--- config.mk ---
export PLATFORM = sky130hd
export DESIGN_NAME = wb_write_sched
export DESIGN_NICKNAME = d
export VERILOG_FILES = /design/src/rtl/y86_pkg.sv /design/src/rtl/wb_dst_decode.sv /design/src/rtl/wb_write_sched.sv
export SDC_FILE = /design/constraint.sdc
export NUM_CORES = 1
export LEC_CHECK = 0
export CAP_MARGIN = 20
export CORE_AREA = 2 2 154 96
export CTS_CLUSTER_SIZE = 10
export DETAILED_ROUTE_END_ITERATION = 8
export DIE_AREA = 0 0 156 98
export PLACE_DENSITY = 0.79
export SKIP_CTS_REPAIR_TIMING = 1
export SLEW_MARGIN = 20
export SYNTH_ARGS = -nofsm -noshare
export SYNTH_HDL_FRONTEND = slang
export SYNTH_SLANG_ARGS = --single-unit
export TNS_END_PERCENT = 50
--- constraint.sdc ---
create_clock -name clk -period 2.1 [get_ports clk]
set_input_delay 0.21 -clock clk [delete_from_list [all_inputs] [get_ports clk]]
set_output_delay 0.21 -clock clk [all_outputs]
set_load 0.05 [all_outputs]
--- src/rtl/y86_pkg.sv ---
// Shared Y86 write-back definitions: instruction codes, register ids, scheduler states.
package y86_pkg;

    localparam int unsigned NREGS = 15;

    localparam logic [3:0] I_HALT   = 4'h0;
    localparam logic [3:0] I_NOP    = 4'h1;
    localparam logic [3:0] I_RRMOVQ = 4'h2;
    localparam logic [3:0] I_IRMOVQ = 4'h3;
    localparam logic [3:0] I_RMMOVQ = 4'h4;
    localparam logic [3:0] I_MRMOVQ = 4'h5;
    localparam logic [3:0] I_OPQ    = 4'h6;
    localparam logic [3:0] I_JXX    = 4'h7;
    localparam logic [3:0] I_CALL   = 4'h8;
    localparam logic [3:0] I_RET    = 4'h9;
    localparam logic [3:0] I_PUSHQ  = 4'hA;
    localparam logic [3:0] I_POPQ   = 4'hB;

    localparam logic [3:0] REG_RSP  = 4'd4;
    localparam logic [3:0] REG_NONE = 4'(NREGS);

    typedef enum logic [1:0] {
        IDLE = 2'd0,
        WR_E = 2'd1,
        WR_M = 2'd2
    } wb_state_t;

endpackage

--- src/rtl/wb_dst_decode.sv ---
// Destination decode for a retiring instruction: dstE, dstM and illegal-icode flag.
module wb_dst_decode
    import y86_pkg::*;
(
    input  logic [3:0] icode_i,
    input  logic       cnd_i,
    input  logic [3:0] ra_i,
    input  logic [3:0] rb_i,
    output logic [3:0] dst_e_o,
    output logic [3:0] dst_m_o,
    output logic       err_o
);

    // Map icode to its register-file destinations; REG_NONE means no write.
    always_comb begin
        dst_e_o = REG_NONE;
        dst_m_o = REG_NONE;
        err_o   = (icode_i > I_POPQ);
        case (icode_i)
            I_RRMOVQ:                        dst_e_o = cnd_i ? rb_i : REG_NONE;
            I_IRMOVQ, I_OPQ:                 dst_e_o = rb_i;
            I_CALL, I_RET, I_PUSHQ, I_POPQ:  dst_e_o = REG_RSP;
            default:                         dst_e_o = REG_NONE;
        endcase
        if (icode_i == I_MRMOVQ || icode_i == I_POPQ) begin
            dst_m_o = ra_i;
        end
    end

endmodule

--- src/rtl/wb_write_sched.sv ---
// Y86 write-back scheduler: serialises dstE/dstM onto the single register-file write port.
// Optional debug/loader write requester enabled by macro Y86_WB_DBG_EN.
module wb_write_sched
    import y86_pkg::*;
#(
    parameter int unsigned W = 64
) (
    input  logic         clk,
    input  logic         rst_n,
    input  logic         wb_valid,
    output logic         wb_ready,
    input  logic [3:0]   wb_icode,
    input  logic         wb_cnd,
    input  logic [3:0]   wb_rA,
    input  logic [3:0]   wb_rB,
    input  logic [W-1:0] wb_valE,
    input  logic [W-1:0] wb_valM,
    output logic         rf_we,
    output logic [3:0]   rf_waddr,
    output logic [W-1:0] rf_wdata,
    output logic         wb_done,
`ifdef Y86_WB_DBG_EN
    input  logic         dbg_req,
    input  logic [3:0]   dbg_addr,
    input  logic [W-1:0] dbg_data,
    output logic         dbg_gnt,
`endif
    output logic         wb_err
);

    wb_state_t      state_q;
    logic [3:0]     dst_m_q;
    logic [W-1:0]   val_m_q;
    logic           rf_we_q;
    logic [3:0]     rf_waddr_q;
    logic [W-1:0]   rf_wdata_q;
    logic           done_q;
    logic           err_q;

    logic [3:0]     dst_e;
    logic [3:0]     dst_m;
    logic           dec_err;
    logic           idle;
    logic           accept;

    wb_dst_decode u_dec (
        .icode_i (wb_icode),
        .cnd_i   (wb_cnd),
        .ra_i    (wb_rA),
        .rb_i    (wb_rB),
        .dst_e_o (dst_e),
        .dst_m_o (dst_m),
        .err_o   (dec_err)
    );

    assign idle   = (state_q == IDLE);
    assign accept = wb_valid && wb_ready;

`ifdef Y86_WB_DBG_EN
    logic last_dbg_q;
    logic dbg_gnt_c;
    logic dbg_wr_c;

    // Debug wins in IDLE unless it also took the previous grant and the pipeline is waiting.
    assign dbg_gnt_c = idle && dbg_req && !(last_dbg_q && wb_valid);
    assign dbg_wr_c  = dbg_gnt_c && (dbg_addr != REG_NONE);
    assign wb_ready  = idle && !dbg_gnt_c;
    assign dbg_gnt   = dbg_gnt_c;
    assign rf_we     = rf_we_q | dbg_wr_c;
    assign rf_waddr  = dbg_wr_c ? dbg_addr : rf_waddr_q;
    assign rf_wdata  = dbg_wr_c ? dbg_data : rf_wdata_q;

    // Remember who owned the last grant for alternating fairness.
    always_ff @(posedge clk or negedge rst_n) begin
        if (!rst_n) begin
            last_dbg_q <= 1'b0;
        end else if (dbg_gnt_c) begin
            last_dbg_q <= 1'b1;
        end else if (accept) begin
            last_dbg_q <= 1'b0;
        end
    end
`else
    assign wb_ready = idle;
    assign rf_we    = rf_we_q;
    assign rf_waddr = rf_waddr_q;
    assign rf_wdata = rf_wdata_q;
`endif

    assign wb_done = done_q;
    assign wb_err  = err_q;

    // Scheduler FSM; write-port outputs are registered for the state being entered.
    always_ff @(posedge clk or negedge rst_n) begin
        if (!rst_n) begin
            state_q    <= IDLE;
            dst_m_q    <= 4'd0;
            val_m_q    <= W'(0);
            rf_we_q    <= 1'b0;
            rf_waddr_q <= 4'd0;
            rf_wdata_q <= W'(0);
            done_q     <= 1'b0;
            err_q      <= 1'b0;
        end else begin
            rf_we_q    <= 1'b0;
            rf_waddr_q <= 4'd0;
            rf_wdata_q <= W'(0);
            done_q     <= 1'b0;
            err_q      <= 1'b0;
            case (state_q)
                IDLE: begin
                    if (accept) begin
                        dst_m_q <= dst_m;
                        val_m_q <= wb_valM;
                        if (dst_e != REG_NONE) begin
                            state_q    <= WR_E;
                            rf_we_q    <= 1'b1;
                            rf_waddr_q <= dst_e;
                            rf_wdata_q <= wb_valE;
                        end else if (dst_m != REG_NONE) begin
                            state_q    <= WR_M;
                            rf_we_q    <= 1'b1;
                            rf_waddr_q <= dst_m;
                            rf_wdata_q <= wb_valM;
                        end else begin
                            done_q <= 1'b1;
                            err_q  <= dec_err;
                        end
                    end
                end
                WR_E: begin
                    if (dst_m_q != REG_NONE) begin
                        state_q    <= WR_M;
                        rf_we_q    <= 1'b1;
                        rf_waddr_q <= dst_m_q;
                        rf_wdata_q <= val_m_q;
                    end else begin
                        state_q <= IDLE;
                        done_q  <= 1'b1;
                    end
                end
                WR_M: begin
                    state_q <= IDLE;
                    done_q  <= 1'b1;
                end
                default: state_q <= IDLE;
            endcase
        end
    end

endmodule

## Yosys cells after proc, flatten, opt, wreduce, memory -nomap -nowiden

Index checks and enable logic that the tools add are counted.

- Register bits: 141
- Word-level logic and storage cells: 63
- Bits of input ports: 144
- Output and inout bits: 72

- Reductions and logical operators: 7
- Equal/unequal tests: 15
- Mux-type cells: 32
- Magnitude comparators: 1

Operators by type and width:

| kind | count |
|---|---|
| 64-bit 2-to-1 mux | 4 |
| 64-bit case mux with 2 select lines | 1 |
| 4-bit 2-to-1 mux | 6 |
| 4-bit equality test, second input constant | 4 |
| 1-bit 2-to-1 mux | 12 |
| 4-bit inequality test, second input constant | 3 |
| 4-bit case mux with 3 select lines | 1 |
| 4-bit by 2-bit equality test with 1-bit output, second input constant | 2 |
| 4-bit by 3-bit equality test with 1-bit output, second input constant | 2 |
| 2-bit 2-to-1 mux | 4 |
| 4-bit case mux with 2 select lines | 1 |
| 4-bit greater-than comparator, second input constant | 1 |
| 2-bit case mux with 2 select lines | 1 |
| 2-bit AND reduction | 2 |
| 4-bit OR reduction | 1 |
| 3-bit by 1-bit inequality test with 1-bit output, second input constant | 1 |
| 1-bit case mux with 3 select lines | 1 |
| 2-bit by 1-bit equality test with 1-bit output, second input constant | 1 |
| 2-bit equality test, second input constant | 1 |
| 2-bit logical NOT | 1 |
| 2-bit by 1-bit inequality test with 1-bit output, second input constant | 1 |
| 1-bit case mux with 2 select lines | 1 |
| 2-bit OR reduction | 1 |
| 1-bit logical AND | 1 |
| 1-bit logical OR | 1 |

## Longest topological paths before layout

Gate-level depths: netlist of the first run.

- Depth after elaboration: 8
- Depth in mapped cells: 8
- Mapped depth without buffers: 5

## By module

A second synthesis of the first run with hierarchy kept.

- Cells, all modules: 424
- Area total of the unflattened synthesis: 5884.4 um2

By module, submodules not included:

| module | times used | cells each | area an instance (um2) | sequential area each (um2) |
|---|---|---|---|---|
| wb_write_sched | 1 | 400 | 5728.0 | 3528.4 |
| wb_dst_decode | 1 | 24 | 156.4 | 0.0 |

## Worst setup path after synthesis of the first run

OpenSTA, ideal clock, no wires.

- Path type: reg2reg
- Start point: register state_q[0]
- End point: register rf_wdata_q[10] (netlist: rf_wdata[10])
- Period minus slack after synthesis: 2.375 ns
- Setup time: 0.087 ns
- Required time: 2.013 ns
- Slack: -0.275 ns
- Path buffers: 3
- Arrival time: 2.289 ns
- Cell stages (with the launch flop): 9
- Cell sequence: dfrtp_1 nor2_1 and2_1 buf_2 and3_1 buf_2 buf_1 nand3_1 o211ai_1

- Cells in the longest elaborated chain, start to end: 4
- Elaborated cells between the ends (all ways): 5
- Those cells by class: eq/ne (1); mux (2); reduce/logical (2)

RTL lines:

| item | RTL line | source |
|---|---|---|
| from (decl) | wb_write_sched.sv:31 | `wb_state_t state_q;` |
| from (signal assigned) | wb_write_sched.sv:96 | `state_q <= IDLE;` |
| from (signal assigned) | wb_write_sched.sv:116 | `state_q <= WR_E;` |
| from (signal assigned) | wb_write_sched.sv:121 | `state_q <= WR_M;` |
| 2-bit logical NOT (*) | wb_write_sched.sv:56 | `assign idle = (state_q == IDLE);` |
| via wb_ready | wb_write_sched.sv:11 | `output logic wb_ready,` |
| 1-bit logical AND | wb_write_sched.sv:57 | `assign accept = wb_valid && wb_ready;` |
| 64-bit 2-to-1 mux | wb_write_sched.sv:112 | `if (accept) begin` |
| 64-bit case mux with 2 select lines (*) | wb_write_sched.sv:110 | `case (state_q)` |
| to (signal assigned) | wb_write_sched.sv:119 | `rf_wdata_q <= wb_valE;` |
| to (signal assigned) | wb_write_sched.sv:124 | `rf_wdata_q <= wb_valM;` |
| to (signal assigned) | wb_write_sched.sv:136 | `rf_wdata_q <= val_m_q;` |
| to (decl) | wb_write_sched.sv:36 | `logic [W-1:0] rf_wdata_q;` |

The timed path passes the listed nets; every way through them passes the cells marked *.
A chain may end at the register's enable or synchronous reset.

## Worst setup path in the final report of the first run

- Start point: register state_q[0]
- End point: output wb_ready

- Cells in the longest elaborated chain, start to end: 1

RTL lines:

| item | RTL line |
|---|---|
| 2-bit logical NOT | wb_write_sched.sv:56 |
| to (decl) | wb_write_sched.sv:11 |

No other way between the ends.

==> results of run 1 <==
state kept, by name (all words and copies together) (netlist names):
name      count
dst_m_q       4
rf_waddr      4
rf_wdata     64
rf_we         1
state_q       2
val_m_q      64
wb_done       1
wb_err        1
synth_stat cells, drive strengths merged (2+ instances only):
| library cell | count |
|---|---|
| a21o | 3 |
| a21oi | 2 |
| a32o | 4 |
| and2 | 4 |
| and3 | 2 |
| buf | 22 |
| clkbuf | 29 |
| dfrtp | 141 |
| nand2 | 331 |
| nand3 | 71 |
| nand4 | 2 |
| nor2 | 4 |
| o211ai | 64 |
| o21ai | 6 |
| o22a | 2 |
metal layers:
metal  up-vias  track usage (%)  wire, microns
met5         -                0              0
met4         0             6.49            231
met3        17             6.35           1470
met2       236             33.9           7760
met1      2668             33.1           7940
li1       2743                -              -
cells in the final DEF, fill, tap and decap left out, types with 3 or more instances in the layout:
master | netlist | final
o211ai_1 | 64 | 64
clkdlybuf4s50_1 | 0 | 214
clkbuf_16 | 0 | 17
a21o_1 | 3 | 3
buf_12 | 0 | 10
clkinvlp_4 | 0 | 3
nand3_1 | 71 | 71
nand2_1 | 331 | 330
a32o_1 | 4 | 4
dfrtp_1 | 141 | 141
buf_4 | 7 | 25
bufinv_16 | 0 | 3
nor2_1 | 4 | 3
o21ai_0 | 6 | 6
clkinv_2 | 0 | 4
critical path: stages, from the launching register on:
cell,delay (ns)
dfrtp_1,0.43
nor2_4,0.16
clkdlybuf4s50_1,0.83
worst min path at each step:
| stage | cells past startpoint | slack (ns) | startpoint | endpoint |
|---|---|---|---|---|
| floorplan | 0 | -0.09 | rst_n | dst_m_q[0] |
| global placement | 1 | 0.14 | rst_n | wb_err |
| detailed placement | 1 | 0.14 | rst_n | wb_err |
| CTS | 1 | -0.29 | rst_n | dst_m_q[0] |
| global route | 2 | 0.33 | rst_n | wb_err |
| finish | 2 | 0.30 | rst_n | wb_err |
cell families after synthesis:
| family | count (synthesis) |
|---|---|
| simple gates | 420 |
| compound gates | 84 |
| buf+inv | 51 |
| flops | 141 |
metrics by stage:
stage / cells / power [mW] / TNS [ns]
detailed placement: 1075 / 5.94 / -5.77
finish: 1108 / 8.97 / 0
floorplan: 696 / 4.87 / 0
CTS: 1107 / 9.02 / 0
global route: 1108 / 9.38 / 0
global placement: 1075 / 5.90 / -4.30
layout make-up:
class	count	area, sq um
multi-input combinational	504	2360
fill	1107	4730
timing repair buffer	251	2550
clock buffer	21	460
sequential	141	3530
tap	180	225
clock inverter	11	141
power by group through the flow:
stage	Combinational (mW)	Sequential (mW)	Clock, mW
floorplan	0.783	4.09	0
global placement	2.44	3.46	0
detailed placement	2.48	3.46	0
CTS	2.49	3.43	3.11
global route	2.67	3.48	3.23
finish	2.48	3.43	3.07
==> impl_metrics.py, run 1 <==
metrics = {
    "logic_synthesis": {
        "async_reset_ff_share_pct": 100,
        "synth-simple-area-share_pct": 28.0,
        "yosysTopAreaCell": "dfrtp_1",
        "ys_types": 28,
        "syn_area_sq_um": 6100,
        "synth_edf_count": 0,
        "synth_seq_cells": 141,
        "ys_seq_area_share_pct": 57.8,
        "synth_mux_area_share_pct": 0,
        "synth-xor-area-share_pct": 0,
        "netlist.area_leader.share_pct": 57.8,
        "syn_inst": 696,
        "synth_nets": 840,
        "synth_compound_area_share_pct": 10.3,
        "synth-adder-area-share_pct": 0,
        "synthFlopType": "dfrtp_1",
        "synth_area_leaders": "dfrtp_1, nand2_1, o211ai_1, nand3_1, clkbuf_1",
        "avgSynthCellArea_sq_um": 8.77,
        "yosysWarningCount": 0,
        "synth_top_family_by_area": "simple AND/OR/NAND/NOR gates",
    },
    "floorplanning": {
        "row_count": 34,
        "die_area_sq_um": 15300,
        "core_area_sq_um": 14000,
        "io_pins": 216,
        "start_util_pct": 43.6,
        "die_x_microns": 156,
        "dieHeight_microns": 98,
    },
    "placed_design": {
        "dpl_cell_area_sq_um": 8650,
        "place_congestion": 0.833,
        "pre_cts_slack_ns": -0.139,
        "portBuffers": 215,
        "place_hpwl_mm": 11.9,
    },
    "timing": {
        "setup-violations-final": 0,
        "rsz0062_at_grt": "no",
        "slew_viol_final": 0,
        "max_freq_mhz": 492,
        "whs_ns": 0.298,
        "tightest_slew_ns": 0.569,
        "period_needed_ns": 2.03,
        "fin_ws_ns": 0.0682,
        "period_share_pct": 96.8,
        "hold_viol": 0,
        "finalClockSkew_ns": 0.00871,
        "slew_headroom_pct": 62.0,
    },
    "finish": {
        "num_antenna_cells": 0,
        "final_util_pct": 66.2,
        "final_area_sq_um": 9270,
        "final_nets": 1059,
        "area_growth_pct": 51.9,
        "drive_gt1_share_pct": 7.76,
    },
    "global_routing": {
        "grt_max_degree": 78,
        "grt_overflow": 0,
        "grt_pass1_vias": 5556,
        "grt_pass1_wl_mm": 27.7,
        "grt_util_all_layers_pct": 22.9,
        "grt_antenna_before_repair": 0,
    },
    "power_and_ir_drop": {
        "internal_power_mw": 6.07,
        "power.leakage_nw": 4.11,
        "netSwitchingPower_mw": 2.90,
        "irDropWorstVdd_v": 0.000567,
        "powerDensity_nw_per_um2": 968,
        "sw_frac_of_total_pct": 32.4,
        "clockPowerShare_pct": 34.2,
        "pwr-share-comb_pct": 27.6,
        "seqPwrFrac_pct": 38.2,
    },
    "clock_network": {
        "cts.sinks": 141,
        "cts_buffers": 17,
        "cts_tree": "done",
        "htreeDepth": 4,
        "clk_pin_slew_ns": 0.06,
        "cts_root_buffer": "clkbuf_16",
        "clock_latency_ns": 0.40,
        "clockBufferDepth": 2,
    },
    "route": {
        "vias": 5664,
        "detail_route.wl_per_cell_microns": 15.7,
        "ant_nets": 0,
        "drcViolationCount": 0,
        "drt_iter0_markers": 374,
        "drt-total-wl_mm": 17.4,
        "post_drt_via_cell_ratio": 5.11,
        "firstDrtPassIters": 5,
    },
    "outcome": {
        "status": "finished, final reports clean",
    },
    "worst_setup_path": {
        "crit_required_ns": 1.89,
        "rr_startpoint": "dst_m_q[2]",
        "reg2reg_to": "rf_wdata[13]",
        "ff2ff_path_depth": 5,
        "crit_type": "reg2out",
        "cp_max_fo": 4,
        "startpoint_type": "flop",
        "crit_arrival_ns": 1.82,
        "setup.worst_path.start": "state_q[0]",
        "cp-end-kind": "output pin",
        "endpoint": "wb_ready",
        "rrSetupSlack_ns": 0.41,
    },
    "flow_run": {
        "cap_violations": 0,
    },
    "min_path": {
        "hold_class": "in2async",
    },
}
No activity file was read; power rests on OpenSTA's default activity.
==> inputs of run 2 (changes only) <==
--- a/config.mk
+++ b/config.mk
@@ -5,12 +5,12 @@
 export SDC_FILE = /design/constraint.sdc
 export NUM_CORES = 1
 export LEC_CHECK = 0
-export CAP_MARGIN = 20
-export CORE_AREA = 2 2 154 96
+export CAP_MARGIN = 15
+export CORE_AREA = 2 2 146 91
 export CTS_CLUSTER_SIZE = 10
 export DETAILED_ROUTE_END_ITERATION = 8
-export DIE_AREA = 0 0 156 98
-export PLACE_DENSITY = 0.79
+export DIE_AREA = 0 0 148 93
+export DONT_BUFFER_PORTS = 1
 export SKIP_CTS_REPAIR_TIMING = 1
 export SLEW_MARGIN = 20
 export SYNTH_ARGS = -nofsm -noshare
==> constraint.sdc (replaced) <==
create_clock -name clk -period 2.6 [get_ports clk]
set_input_delay 0.26 -clock clk [delete_from_list [all_inputs] [get_ports clk]]
set_output_delay 0.26 -clock clk [all_outputs]
set_load 0.05 [all_outputs]
==> run 2 against run 1 <==
The run now ends with negative hold slack left. Global-route usage decreased by 0.18 points. Worst hold slack got worse by 0.76 ns. Clock skew increased by 0.0040 ns. Clock power decreased by 20%. Die area decreased by 10%. Sequential power decreased by 3%. Setup slack improved by 0.61 ns. Register-to-register slack improved by 0.27 ns. Via count decreased by 10%. Core utilization decreased by 5.6 points. Critical endpoint is now rf_wdata[4].
==> impl_metrics.py, run 2 (same netlist as run 1, synthesis figures left out) <==
metrics = {
    "global_routing": {
        "grt_max_degree": 142,
        "grt_pass1_wl_mm": 24.4,
        "grt_overflow": 0,
        "grt_pass1_vias": 4632,
        "grt_util_all_layers_pct": 22.7,
        "grt_antenna_before_repair": 0,
    },
    "clock_network": {
        "htreeDepth": 4,
        "cts_root_buffer": "clkbuf_16",
        "clock_latency_ns": 0.41,
        "cts_tree": "done",
        "clk_pin_slew_ns": 0.06,
        "cts_buffers": 17,
        "cts.sinks": 141,
        "clockBufferDepth": 2,
    },
    "finish": {
        "multi_input_area_sq_um": 2350,
        "area_growth_pct": 24.1,
        "final_cell_mix": "nand2_1, dfrtp_1, dlygate4sd3_1, nand3_1, o211ai_1",
        "drive_gt1_share_pct": 6.04,
        "final_area_sq_um": 7570,
        "final_common_cell": "nand2_1",
        "finalNonFillerCells": 931,
        "final_nets": 892,
        "n_fill_cell": 1096,
        "num_antenna_cells": 0,
        "regArea_sq_um": 3530,
    },
    "floorplanning": {
        "io_pins": 216,
        "core_area_sq_um": 12500,
        "row_count": 32,
        "die_area_sq_um": 13800,
        "dieHeight_microns": 93,
        "start_util_pct": 48.8,
        "die_x_microns": 148,
    },
    "timing": {
        "period_needed_ns": 1.92,
        "whs_ns": -0.461,
        "hold_viol": 141,
        "slew_viol_final": 0,
        "rsz0062_at_grt": "no",
        "finalClockSkew_ns": 0.0127,
        "max_freq_mhz": 520,
        "tightest_slew_ns": 0.656,
        "period_share_pct": 74.0,
        "fin_ws_ns": 0.676,
        "fin_tns_setup_ns": 0,
        "slew_headroom_pct": 56.3,
        "setup-violations-final": 0,
    },
    "route": {
        "detail_route.wl_per_cell_microns": 17.2,
        "ant_nets": 0,
        "firstDrtPassIters": 5,
        "vias": 5099,
        "drt_iter0_markers": 323,
        "post_drt_via_cell_ratio": 5.48,
        "drt-total-wl_mm": 16.0,
        "drcViolationCount": 0,
    },
    "worst_setup_path": {
        "critPathBufInv": 1,
        "cp-end-kind": "flop",
        "cp_slowest_cell": "and3_2",
        "cp_max_fo": 23,
        "crit_type": "reg2reg",
        "startpoint_type": "flop",
        "critPathTopFamily": "simple AND/OR/NAND/NOR gates",
        "crit_chain": "nor2_1, and2_4, and3_2, buf_4, nand3_1, o211ai_1",
        "slowest_delay_ns": 0.53,
        "crit_required_ns": 2.91,
        "crit_arrival_ns": 2.24,
    },
    "placed_design": {
        "place_congestion": 0.887,
        "pre_cts_slack_ns": 0.692,
        "placed_cells": 824,
        "portBuffers": 0,
        "dpl_cell_area_sq_um": 6210,
        "place_hpwl_mm": 9.54,
    },
    "power_and_ir_drop": {
        "pwr-share-comb_pct": 13.1,
        "seqPwrFrac_pct": 49.9,
        "internal_power_mw": 4.41,
        "power.leakage_nw": 3.45,
        "irDropWorstVdd_v": 0.000419,
        "powerDensity_nw_per_um2": 881,
        "clockPowerShare_pct": 37.0,
        "sw_frac_of_total_pct": 33.8,
        "netSwitchingPower_mw": 2.25,
        "p_total_mw": 6.66,
    },
    "min_path": {
        "hold_class": "in2async",
    },
    "outcome": {
        "status": "complete, but fails checks",
        "violations": "negative hold slack",
    },
    "flow_run": {
        "cap_violations": 0,
    },
}
run 2: changes by cell type in the layout (fill, tap and decap cells not counted), moves of 2 or more:
cell             previous run  this run
clkdlybuf4s50_1           214         0
dlygate4sd3_1               1        75
buf_4                      25         5
buf_12                     10         4
inv_6                       0         6
clkinv_2                    4         0
clkbuf_1                    2         0
clkinv_4                    1         3
run 2: path summary, 6_finish.rpt:
| path | start | end | slack, ns | depth (start not counted) |
|---|---|---|---|---|
| setup / recovery | state_q[0] | rf_wdata[4] | 0.68 | 6 |
| hold / removal | rst_n | val_m_q[10] | -0.46 | 0 |
| min in group clk | wb_valE[28] | rf_wdata[28] | 0 | 2 |
| setup reg to reg | state_q[0] | rf_wdata[4] | 0.68 | 6 |
| max in group asynchronous | rst_n | rf_waddr[3] | 2.80 | 0 |
| hold reg to reg | val_m_q[54] | val_m_q[54] | 0.47 | 2 |
run 2: layer usage:
layer	global-route usage [%]	wire length, microns
met1	29.9	6800
met2	34.8	7410
met3	9.71	1720
met4	6.03	85
met5	0	0
run 2: metrics by stage:
| step | hold slack, ns | util (%) |
|---|---|---|
| 2_1_floorplan | -0.0356 | - |
| 3_3_place_gp | -0.0325 | 49.7 |
| 3_5_place_dp | -0.0336 | 49.7 |
| 4_1_cts | -0.482 | 54.6 |
| 5_1_grt | -0.487 | 60.6 |
| 6_report | -0.461 | 60.6 |
run 2: final cells by class:
cell class / instances / area share (%)
clock inverter: 13 / 2.03
multi-input combinational: 504 / 31.1
clock buffer: 19 / 5.98
tap: 170 / 2.81
timing repair buffer: 84 / 11.5
sequential: 141 / 46.6
run 2: power groups by stage:
| stage | clock network [mW] | registers [mW] | logic (mW) |
|---|---|---|---|
| after floorplan | 0 | 3.30 | 0.630 |
| after global placement | 0 | 3.36 | 0.754 |
| after detailed placement | 0 | 3.36 | 0.785 |
| after CTS | 2.53 | 3.33 | 0.785 |
| after global routing | 2.62 | 3.37 | 0.995 |
| final | 2.47 | 3.33 | 0.872 |
